==> config.mk <==
export PLATFORM = sky130hd
export DESIGN_NAME = flag_unit
export DESIGN_NICKNAME = d
export VERILOG_FILES = /design/src/rtl/flag_unit_pkg.sv /design/src/rtl/flag_stack.sv /design/src/rtl/flag_unit.sv
export SDC_FILE = /design/constraint.sdc
export NUM_CORES = 1
export LEC_CHECK = 0
export BUFFER_PORTS_ARGS = -buffer_cell sky130_fd_sc_hd__buf_2
export CAP_MARGIN = 20
export CORE_UTILIZATION = 35
export CTS_CLUSTER_DIAMETER = 50
export DETAILED_ROUTE_END_ITERATION = 6
export GPL_ROUTABILITY_DRIVEN = 0
export PLACE_DENSITY = 0.54
export SYNTH_ARGS = -nofsm -noshare
export SYNTH_HDL_FRONTEND = slang
export SYNTH_SLANG_ARGS = --single-unit
==> constraint.sdc <==
create_clock -name clk -period 2 [get_ports clk]
set_input_delay 0.1 -clock clk [delete_from_list [all_inputs] [get_ports clk]]
set_output_delay 0.1 -clock clk [all_outputs]
set_load 0.05 [all_outputs]
==> src/rtl/flag_unit_pkg.sv <==
// Shared definitions for the flag unit and the control decoder: flag bit
// positions, the flag word type and the branch condition codes.
package flag_unit_pkg;

    // Flag word layout: {carry, overflow, zero}
    localparam int FLAG_W = 3;
    localparam int FLAG_C = 2;
    localparam int FLAG_V = 1;
    localparam int FLAG_Z = 0;

    typedef logic [FLAG_W-1:0] flags_t;

    // Branch condition selector encoding
    typedef enum logic [2:0] {
        COND_ALWAYS = 3'b000,
        COND_Z      = 3'b001,
        COND_NZ     = 3'b010,
        COND_C      = 3'b011,
        COND_NC     = 3'b100,
        COND_V      = 3'b101,
        COND_NV     = 3'b110,
        COND_NEVER  = 3'b111
    } cond_e;

    // Assemble a flag word from the individual ALU status bits
    function automatic flags_t pack_flags(input logic carry,
                                          input logic overflow,
                                          input logic zero);
        flags_t f;
        f         = '0;
        f[FLAG_C] = carry;
        f[FLAG_V] = overflow;
        f[FLAG_Z] = zero;
        return f;
    endfunction

endpackage

==> src/rtl/flag_stack.sv <==
// Flag save stack: a small LIFO of flag words used across subroutine calls
// and interrupts. Detects overflow/underflow and keeps a sticky error bit.
// A simultaneous push and pop is a no-op for the stack.
module flag_stack
    import flag_unit_pkg::*;
#(
    parameter  int DEPTH = 4,
    localparam int CW    = $clog2(DEPTH + 1)
) (
    input  logic          clk,
    input  logic          reset,
    input  logic          push,
    input  logic          pop,
    input  logic          clr_err,
    input  flags_t        din,
    output flags_t        dout,
    output logic [CW-1:0] count,
    output logic          full,
    output logic          empty,
    output logic          pop_ok,
    output logic          err
);

    localparam int AW = $clog2(DEPTH);

    flags_t          r_mem [DEPTH];
    logic [CW-1:0]   r_count;
    logic            r_err;

    logic            w_full;
    logic            w_empty;
    logic            w_push_ok;
    logic            w_pop_ok;
    logic            w_error;
    logic [AW-1:0]   w_wr_idx;
    logic [AW-1:0]   w_rd_idx;

    // Occupancy decode, operation qualification and stack indexing.
    // Indices are formed in CW bits; the full/empty guards keep the used
    // index inside the array, so truncation to AW bits is exact.
    // NOTE: every signal driven here gets a value on every path, so no latch is inferred.
    always_comb begin
        w_full    = (r_count == CW'(DEPTH));
        w_empty   = (r_count == '0);
        w_push_ok = push && !pop && !w_full;
        w_pop_ok  = pop && !push && !w_empty;
        w_error   = (push && !pop && w_full) || (pop && !push && w_empty);
        w_wr_idx  = AW'(r_count);
        w_rd_idx  = AW'(r_count - CW'(1));
    end

    // Stack storage: written on a qualified push only.
    // NOTE: storage is deliberately not reset; occupancy alone defines validity.
    always_ff @(posedge clk) begin
        if (w_push_ok) begin
            r_mem[w_wr_idx] <= din;
        end
    end

    // Occupancy counter: up on push, down on pop, aborted by reset.
    // NOTE: sequential state uses non-blocking assignments so all registers update together at the edge.
    always_ff @(posedge clk or negedge reset) begin
        if (!reset) begin
            r_count <= '0;
        end else if (w_push_ok) begin
            r_count <= r_count + CW'(1);
        end else if (w_pop_ok) begin
            r_count <= r_count - CW'(1);
        end
    end

    // Sticky misuse flag: a new error wins over a simultaneous clear.
    always_ff @(posedge clk or negedge reset) begin
        if (!reset) begin
            r_err <= 1'b0;
        end else if (w_error) begin
            r_err <= 1'b1;
        end else if (clr_err) begin
            r_err <= 1'b0;
        end
    end

    assign dout   = r_mem[w_rd_idx];
    assign count  = r_count;
    assign full   = w_full;
    assign empty  = w_empty;
    assign pop_ok = w_pop_ok;
    assign err    = r_err;

endmodule

==> src/rtl/flag_unit.sv <==
// Flag unit: registers the ALU carry/overflow/zero flags, evaluates branch
// conditions from the registered flags, and saves/restores the flag word
// through a small LIFO for subroutine calls and interrupts.
module flag_unit
    import flag_unit_pkg::*;
#(
    parameter  int DEPTH = 4,
    localparam int CW    = $clog2(DEPTH + 1)
) (
    input  logic          clk,
    input  logic          reset,
    input  logic          alu_carry,
    input  logic          alu_overflow,
    input  logic          alu_zero,
    input  logic          we_flags,
    input  logic [2:0]    cond,
    output logic          take,
    input  logic          push,
    input  logic          pop,
    input  logic          clr_err,
    output logic [2:0]    flags,
    output logic [CW-1:0] count,
    output logic          stack_full,
    output logic          stack_empty,
    output logic          err
);

    flags_t        r_flags;

    flags_t        w_alu_flags;
    flags_t        w_stack_top;
    logic          w_pop_ok;
    logic          w_take;
    logic [CW-1:0] w_count;
    logic          w_full;
    logic          w_empty;
    logic          w_err;

    // Save stack; it always captures the flag word as it was before the edge.
    flag_stack #(
        .DEPTH (DEPTH)
    ) u_stack (
        .clk     (clk),
        .reset   (reset),
        .push    (push),
        .pop     (pop),
        .clr_err (clr_err),
        .din     (r_flags),
        .dout    (w_stack_top),
        .count   (w_count),
        .full    (w_full),
        .empty   (w_empty),
        .pop_ok  (w_pop_ok),
        .err     (w_err)
    );

    // Gather the ALU status bits into a flag word.
    always_comb begin
        w_alu_flags = pack_flags(alu_carry, alu_overflow, alu_zero);
    end

    // Flag register: a successful restore beats an ALU load, otherwise hold.
    always_ff @(posedge clk or negedge reset) begin
        if (!reset) begin
            r_flags <= '0;
        end else if (w_pop_ok) begin
            r_flags <= w_stack_top;
        end else if (we_flags) begin
            r_flags <= w_alu_flags;
        end
    end

    // Branch condition mux, combinational from the registered flags.
    always_comb begin
        w_take = 1'b0;
        case (cond_e'(cond))
            COND_ALWAYS: w_take = 1'b1;
            COND_Z:      w_take = r_flags[FLAG_Z];
            COND_NZ:     w_take = !r_flags[FLAG_Z];
            COND_C:      w_take = r_flags[FLAG_C];
            COND_NC:     w_take = !r_flags[FLAG_C];
            COND_V:      w_take = r_flags[FLAG_V];
            COND_NV:     w_take = !r_flags[FLAG_V];
            COND_NEVER:  w_take = 1'b0;
            default:     w_take = 1'b0;
        endcase
    end

    assign take        = w_take;
    assign flags       = r_flags;
    assign count       = w_count;
    assign stack_full  = w_full;
    assign stack_empty = w_empty;
    assign err         = w_err;

endmodule

==> results.md, run 1 <==
* Layout cells sized above 1 at 0.411
* Die height at 54.5 um
* Lkg Pwr at 0.492 nW
* Placed instance count at 119
* DR DRC count at 0
* Buffers on Ports at 21
* CTS tree: done
* Max-slew headroom at 0.819
* Max-cap viol count at 0
* Vias post-DR at 612
* Largest net degree at the start of global routing at 13
* Status: finished, final reports clean
* Critical Path AT at 1.78 ns
* Final #Nets at 113
* Maximum fanout along the worst path at 8
* DRT Pass-1 Iters at 4
* Post-synthesis cell type count at 29
* Congestion Overflow GR at 0
* First-pass GRT wire length at 2.81 mm
* Fin. max-slew vios at 0
* Worst r2r src: u_stack.count[0]
* Root Buffer: clkbuf_4
* Mux share of post-synthesis cell area at 0.127
* R2r worst-path depth at 5
* DP Area at 1110 um2
* Worst vdd ir at 0.836 mV
* H-Tree Depth at 1
* Clock latency on the worst-skew pair at 0.29 ns
* Mapped Avg Cell Area at 14.2 um2
* Netlist Area Pre-Place at 963 um2
* Postcts setup bufs at 0
* Antenna viol nets, final at 0
* Number of DRC markers in iteration 0 at 12
* CP endpoint kind: flop
* Kind of start point of the critical path: flop
* Tcrit/Tclk final at 0.884
* Post-Syn Instances at 68
* TNS Setup at 0 ns
* Achievable frequency at 565 MHz
* Io pins at 22
* Die area at 2970 um2
* Rows at 18
* Min Tclk post-route at 1.77 ns
* Detailed Route WL at 1.77 mm
* Setup CP Type: reg -> reg
* Via density per instance at 4.90
* Vias in the first global route at 570
* Sink Count at 19
* Max Clock Skew at 0.00195 ns
* XOR/XNOR Fraction of Synth Area at 0.0182
* Area of the core at 2540 um2
* CTS Buf Count at 3
* Hold WS at 0.105 ns
* Initial Utilization at 0.379
* Worst Setup SP: u_stack.count[0]
* Post-synthesis compound-gate area fraction at 0.0870
* Req. time, crit path at 2.01 ns
* Design area at 1160 um2
* Layout Utilization at 0.455
* Worst Hold Class: in -> reg
* Final setup viols at 0
* Register area share after synthesis at 0.556
* RSZ-0062 raised after global routing: false
* Pwr dens at 1380 nW/um2
* Total track usage at 0.141
* Worst-path clk slew at 0.10 ns
* Worst setup endpoint: u_stack.r_mem[3][1]
* Clock buffer depth at 2
* Ys flop type: edfxtp_1
* Initial antenna violation count at 0
* Worst slew pin tran at 0.271 ns
* HPWL after DPL at 1.40 mm
* Detailed-route wire length per cell at 14.2 um
* R2R setup slack at 0.23 ns
* Final Hold Fails at 0
* Main combinational cell family by area after synthesis: multiplexers
* Async SR Flop Fraction at 0.368
* Simple-gate portion of the synthesized area at 0.119
* Area growth, synth to finish at 20.3%
* Finished Layout Cells at 125
* Flops & latches, synth at 19
* Yosys warns at 0
* Post-Synth Adder-Cell Area at 0.0649
* Die width at 54.5 um
* Post-synth EDFFs at 12
* RR Endpoint: u_stack.r_mem[3][1]
* Post-synth net total at 85
* Ant. Diodes at 0
==> flip-flops by register name (all words and copies together) (netlist names) <==
| signal | flops |
|---|---|
| u_stack.err | 1 |
| u_stack.r_mem | 12 |
| u_stack.count | 3 |
| flags | 3 |
==> report_power, final <==
part	switching [W]	total, W	internal [W]
registers	0.000120	0.000651	0.000531
clock network	0.000115	0.000193	0.0000773
logic	0.000473	0.000753	0.000279
==> placed cells by master, fill, tap and decap left out, types with 2 or more instances in the layout <==
cell           netlist  layout
inv_1                4       4
and2_1               3       3
xnor2_1              2       2
edfxtp_1            12      12
nand2_1              4       4
dlygate4sd3_1        0       2
clkbuf_4             0       3
mux4_2               3       3
ha_1                 5       5
mux2i_1              4       4
buf_2                0      21
o21ai_1              2       2
o21ai_0              4       4
dfrtp_2              0       2
dfrtp_1              7       5
==> cell type report <==
type	instances	area (um2)
sequential	19	538
multi-input combinational	44	407
inverter	4	15.0
tap	30	37.5
timing repair buffer	24	133
fill	237	1390
clock inverter	1	6.26
clock buffer	3	22.5
==> synth_stat cells, drive strengths merged (2+ instances only) <==
master | number | area (um2)
mux2i | 4 | 40.0
ha | 5 | 62.6
and2 | 4 | 26.3
mux4 | 3 | 67.6
nand2 | 4 | 15.0
dfrtp | 7 | 175
nor2 | 3 | 30.0
xnor2 | 2 | 17.5
o21ai | 7 | 38.8
edfxtp | 12 | 360
inv | 4 | 15.0
==> what timing repair did <==
action,4_1_cts,5_1_grt
hold buffers,2,0
setup endpoints to repair,0,0
hold endpoints to repair,8,0
gates resized for setup,0,0
==> how the worst min path moves through the flow <==
stage,startpoint,to,cells after the start
floorplan,reset,flags[0],0
global placement,reset,flags[2],1
detailed placement,reset,flags[1],1
CTS,alu_zero,flags[0],3
global route,alu_zero,flags[0],3
finish,alu_zero,flags[0],3
==> worst max-delay path, cell delays in order (launching register included) <==
cell and delay (ns):
dfrtp_2 0.50, inv_1 0.11, ha_1 0.24, and2_2 0.23, nor2_4 0.17, and2_1 0.23
==> layer usage <==
layer	wire, um	vias to the layer above	part of all wire	track usage
met2	862	8	0.49	0.220
li1	-	308	-	-
met1	857	296	0.48	0.193
met5	0	-	0	0
met3	54	0	0.030	0.0500
met4	0	0	0	0.0128
==> cell families after synthesis <==
group,Yosys count
AO/OA/AOI/OAI,12
XOR/XNOR,2
adder cells (fa/ha/maj),5
buffers and inverters,5
flip-flops,19
multiplexers,8
AND/OR/NAND/NOR,17
==> through the flow <==
step                      setup WS [ns]  power [W]
after floorplan                  0.0443    0.00125
after global placement            0.302    0.00142
after detailed placement          0.240    0.00141
after CTS                         0.211    0.00162
after global routing             0.0927    0.00170
final                             0.231    0.00160
No activity file was read; power rests on OpenSTA's default activity.
==> inputs of run 2 (changes only) <==
--- a/config.mk
+++ b/config.mk
@@ -5,13 +5,14 @@
 export SDC_FILE = /design/constraint.sdc
 export NUM_CORES = 1
 export LEC_CHECK = 0
+export ABC_AREA = 1
 export BUFFER_PORTS_ARGS = -buffer_cell sky130_fd_sc_hd__buf_2
 export CAP_MARGIN = 20
 export CORE_UTILIZATION = 35
 export CTS_CLUSTER_DIAMETER = 50
 export DETAILED_ROUTE_END_ITERATION = 6
 export GPL_ROUTABILITY_DRIVEN = 0
-export PLACE_DENSITY = 0.54
+export PLACE_DENSITY = 0.53
 export SYNTH_ARGS = -nofsm -noshare
 export SYNTH_HDL_FRONTEND = slang
 export SYNTH_SLANG_ARGS = --single-unit
==> run 2 against run 1 <==
Against the previous run:
- worst setup slack gained 0.028 ns
- final area increased by 6.9%
- largest power group unchanged
- synthesized area up 8.4%
- combinational power is 31% higher
- final cell count is 43% higher
- power rose by 16%
- first-iteration DRC count rose to 3.8 times the previous value
- critical path type unchanged
- maximum frequency grew 1.6%
- synthesized cell count grew 79%
- register-to-register slack gained 0.03 ns
- sequential share of layout area fell by 3.1 points
- global-route usage up 0.78 points
==> results.md, run 2 <==
* Io pins at 22 (unchanged)
* Max Clock Skew at 0.00127 ns (-0.000678 ns)
* Slowest CP cell: dfrtp_2
* Die width at 56.6 um (+4.0%)
* Mapped Avg Cell Area at 8.56 um2 (-40%)
* Async SR Flop Fraction at 0.368 (unchanged)
* Lkg Pwr at 0.610 nW (+24%)
* RSZ-0062 raised after global routing: false
* Buffers on Ports at 21 (unchanged)
* Min Tclk post-route at 1.74 ns (-0.0280 ns)
* Min-delay src: alu_overflow
* Kind of start point of the critical path: flop
* Most frequent cells in the layout: nand2_1, buf_2, inv_1, nand3_1, edfxtp_1
* Hold EP: flags[1]
* Clock latency on the worst-skew pair at 0.29 ns (about the same)
* Post-synthesis cell type count at 21 (-28%)
* Post-Synth Adder-Cell Area at 0.0599 (-0.00505)
* Detailed Route WL at 2.11 mm (+19%)
* Register area share after synthesis at 0.513 (-0.0433)
* Mux share of post-synthesis cell area at 0 (-0.127)
* Most common cell in the netlist: nand2_1
* Ys flop type: edfxtp_1
* H-Tree Depth at 1 (unchanged)
* Post-synthesis compound-gate area fraction at 0.0263 (-0.0607)
* Congestion Overflow GR at 0 (unchanged)
* DRT Pass-1 Iters at 4 (unchanged)
* Final setup viols at 0 (unchanged)
* Maximum fanout along the worst path at 11 (+3)
* Area of the multi-input gates at 430 um2 (+5.8%)
* Main combinational cell family by area after synthesis: simple AND/OR/NAND/NOR gates
* Synth top area cells: edfxtp_1, dfrtp_1, nand2_1
* Most flops, register: u_stack.r_mem
* Worst-path clk slew at 0.10 ns (about the same)
* Sink Count at 19 (unchanged)
* Synth area leader: edfxtp_1
* Initial Utilization at 0.376 (-0.00295)
* Detailed-route wire length per cell at 11.8 um (-17%)
* Root Buffer: clkbuf_4
* CP endpoint kind: flop
* R2R setup slack at 0.26 ns (+0.03 ns)
* Layout cells sized above 1 at 0.250 (-0.161)
* Vias in the first global route at 792 (+39%)
* Total power at 0.00185 W (+16%)
* Critical-path cell list: inv_1, ha_1, nand2_1, nand3_2, nor2_1
* DR DRC count at 0 (unchanged)
* Req. time, crit path at 1.99 ns (-0.02 ns)
* Initial antenna violation count at 0 (unchanged)
* Most frequent cells after synthesis: nand2_1, inv_1, nand3_1
* Post-synth net total at 139 (+64%)
* RR Endpoint: u_stack.r_mem[3][1]
* Worst slew pin tran at 0.292 ns (+0.0207 ns)
* Clock buffer depth at 2 (unchanged)
* Flops & latches, synth at 19 (unchanged)
* Area growth, synth to finish at 18.6%
* CTS Buf Count at 3 (unchanged)
* WP buf/inv at 1 (unchanged)
* Critical Path AT at 1.73 ns (-0.05 ns)
* Final #Nets at 166 (+47%)
* CP peak stage delay at 0.49 ns (about the same)
* Netlist Area Pre-Place at 1040 um2 (+8.4%)
* Ant. Diodes at 0 (unchanged)
* Setup CP Type: reg -> reg
* Post-synth EDFFs at 12 (unchanged)
* HPWL after DPL at 1.65 mm (+18%)
* Number of DRC markers in iteration 0 at 45 (+33)
* Worst vdd ir at 0.934 mV (+12%)
* Status: finished, final reports clean
* R2r worst-path depth at 5 (unchanged)
* XOR/XNOR Fraction of Synth Area at 0.00838 (-0.00980)
* TNS Setup at 0 ns (unchanged)
* Achievable frequency at 574 MHz (+1.6%)
* Vias post-DR at 830 (+36%)
* Rows at 19 (+1)
* Postcts setup bufs at 0 (unchanged)
* Worst r2r src: u_stack.count[0]
* Post-Syn Instances at 122 (+79%)
* CTS tree: done
* CP top delay family: simple AND/OR/NAND/NOR gates
* Worst Hold Depth at 3 (unchanged)
* Max-cap viol count at 0 (unchanged)
* Fillcell total at 277 (+17%)
* Pwr dens at 1490 nW/um2 (+8.4%)
* Antenna viol nets, final at 0 (unchanged)
* Largest net degree at the start of global routing at 12 (-1)
* DP Area at 1200 um2 (+8.2%)
* Max-slew headroom at 0.806 (-0.0138)
* Die height at 56.6 um (+4.0%)
* Total track usage at 0.148 (+0.00778)
* Area of the core at 2780 um2 (+9.3%)
* Reg area at 537 um2 (-0.23%)
* Tcrit/Tclk final at 0.870 (-0.0140)
* Most common cell after layout, fill and taps aside: nand2_1
* Via density per instance at 4.64 (-5.3%)
* Worst Hold Class: in -> reg
* Design area at 1240 um2 (+6.9%)
* Simple-gate portion of the synthesized area at 0.313 (+0.193)
* Fin. max-slew vios at 0 (unchanged)
* Die area at 3210 um2 (+8.1%)
* Final Hold Fails at 0 (unchanged)
* First-pass GRT wire length at 3.48 mm (+24%)
* Max FFs per register at 12 (unchanged)
* Yosys warns at 0 (unchanged)
* Synth top area share at 0.345 (-0.0291)
run 2: worst max-delay path by stage:
| stage | slack, ns | start | cells after the start | end |
|---|---|---|---|---|
| 6_report | 0.26 | u_stack.count[0] | 5 | u_stack.r_mem[3][1] |
| 5_1_grt | 0.15 | u_stack.count[0] | 5 | u_stack.r_mem[1][2] |
| 3_3_place_gp | 0.33 | u_stack.count[0] | 5 | u_stack.r_mem[3][0] |
| 3_5_place_dp | 0.28 | u_stack.count[0] | 5 | u_stack.r_mem[3][1] |
| 4_1_cts | 0.26 | u_stack.count[0] | 5 | u_stack.r_mem[3][1] |
| 2_1_floorplan | 0.02 | u_stack.count[0] | 10 | u_stack.count[1] |
run 2: metrics by stage:
step	cells	utilization	setup WS (ns)	hold slack (ns)
2_1_floorplan	122	-	0.0178	-0.196
3_3_place_gp	174	0.432	0.331	-0.0505
3_5_place_dp	174	0.432	0.282	-0.0524
4_1_cts	179	0.445	0.261	0.0386
5_1_grt	179	0.445	0.149	0.0440
6_report	179	0.445	0.259	0.0538
run 2: cells by family after synthesis:
kind of cell | count (synthesis)
compound gates | 4
xor+xnor | 1
fa+ha+maj | 5
buf+inv | 22
flops | 19
simple gates | 71
run 2: area by class of cell:
cell class,count,area share
clock buffers,3,0.0182
multi-input cells,81,0.347
repair buffers,23,0.0990
well taps,31,0.0313
inverters,21,0.0667
clock inverters,1,0.00404
flip-flops and latches,19,0.433
run 2: power breakdown:
group | internal [W] | total, W | leakage [nW] | switching, W
logic | 0.000281 | 0.000984 | 0.398 | 0.000703
registers | 0.000541 | 0.000676 | 0.195 | 0.000135
clock network | 0.0000744 | 0.000189 | 0.0177 | 0.000114
run 2: timing repair:
item                      CTS  global route
hold endpoints to repair    7             0
hold buffers                1             0
resized for setup           0             0
run 2: worst min-delay path, stage by stage:
cell,delay [ns]
buf_2,0.08
nand3_1,0.06
nand3_1,0.08
run 2: per-layer routing:
layer,track usage,vias to the layer above,part of all wire
li1,-,438,-
met1,0.192,362,0.46
met2,0.232,24,0.47
met3,0.0276,6,0.050
met4,0.0836,0,0.019
met5,0,-,0
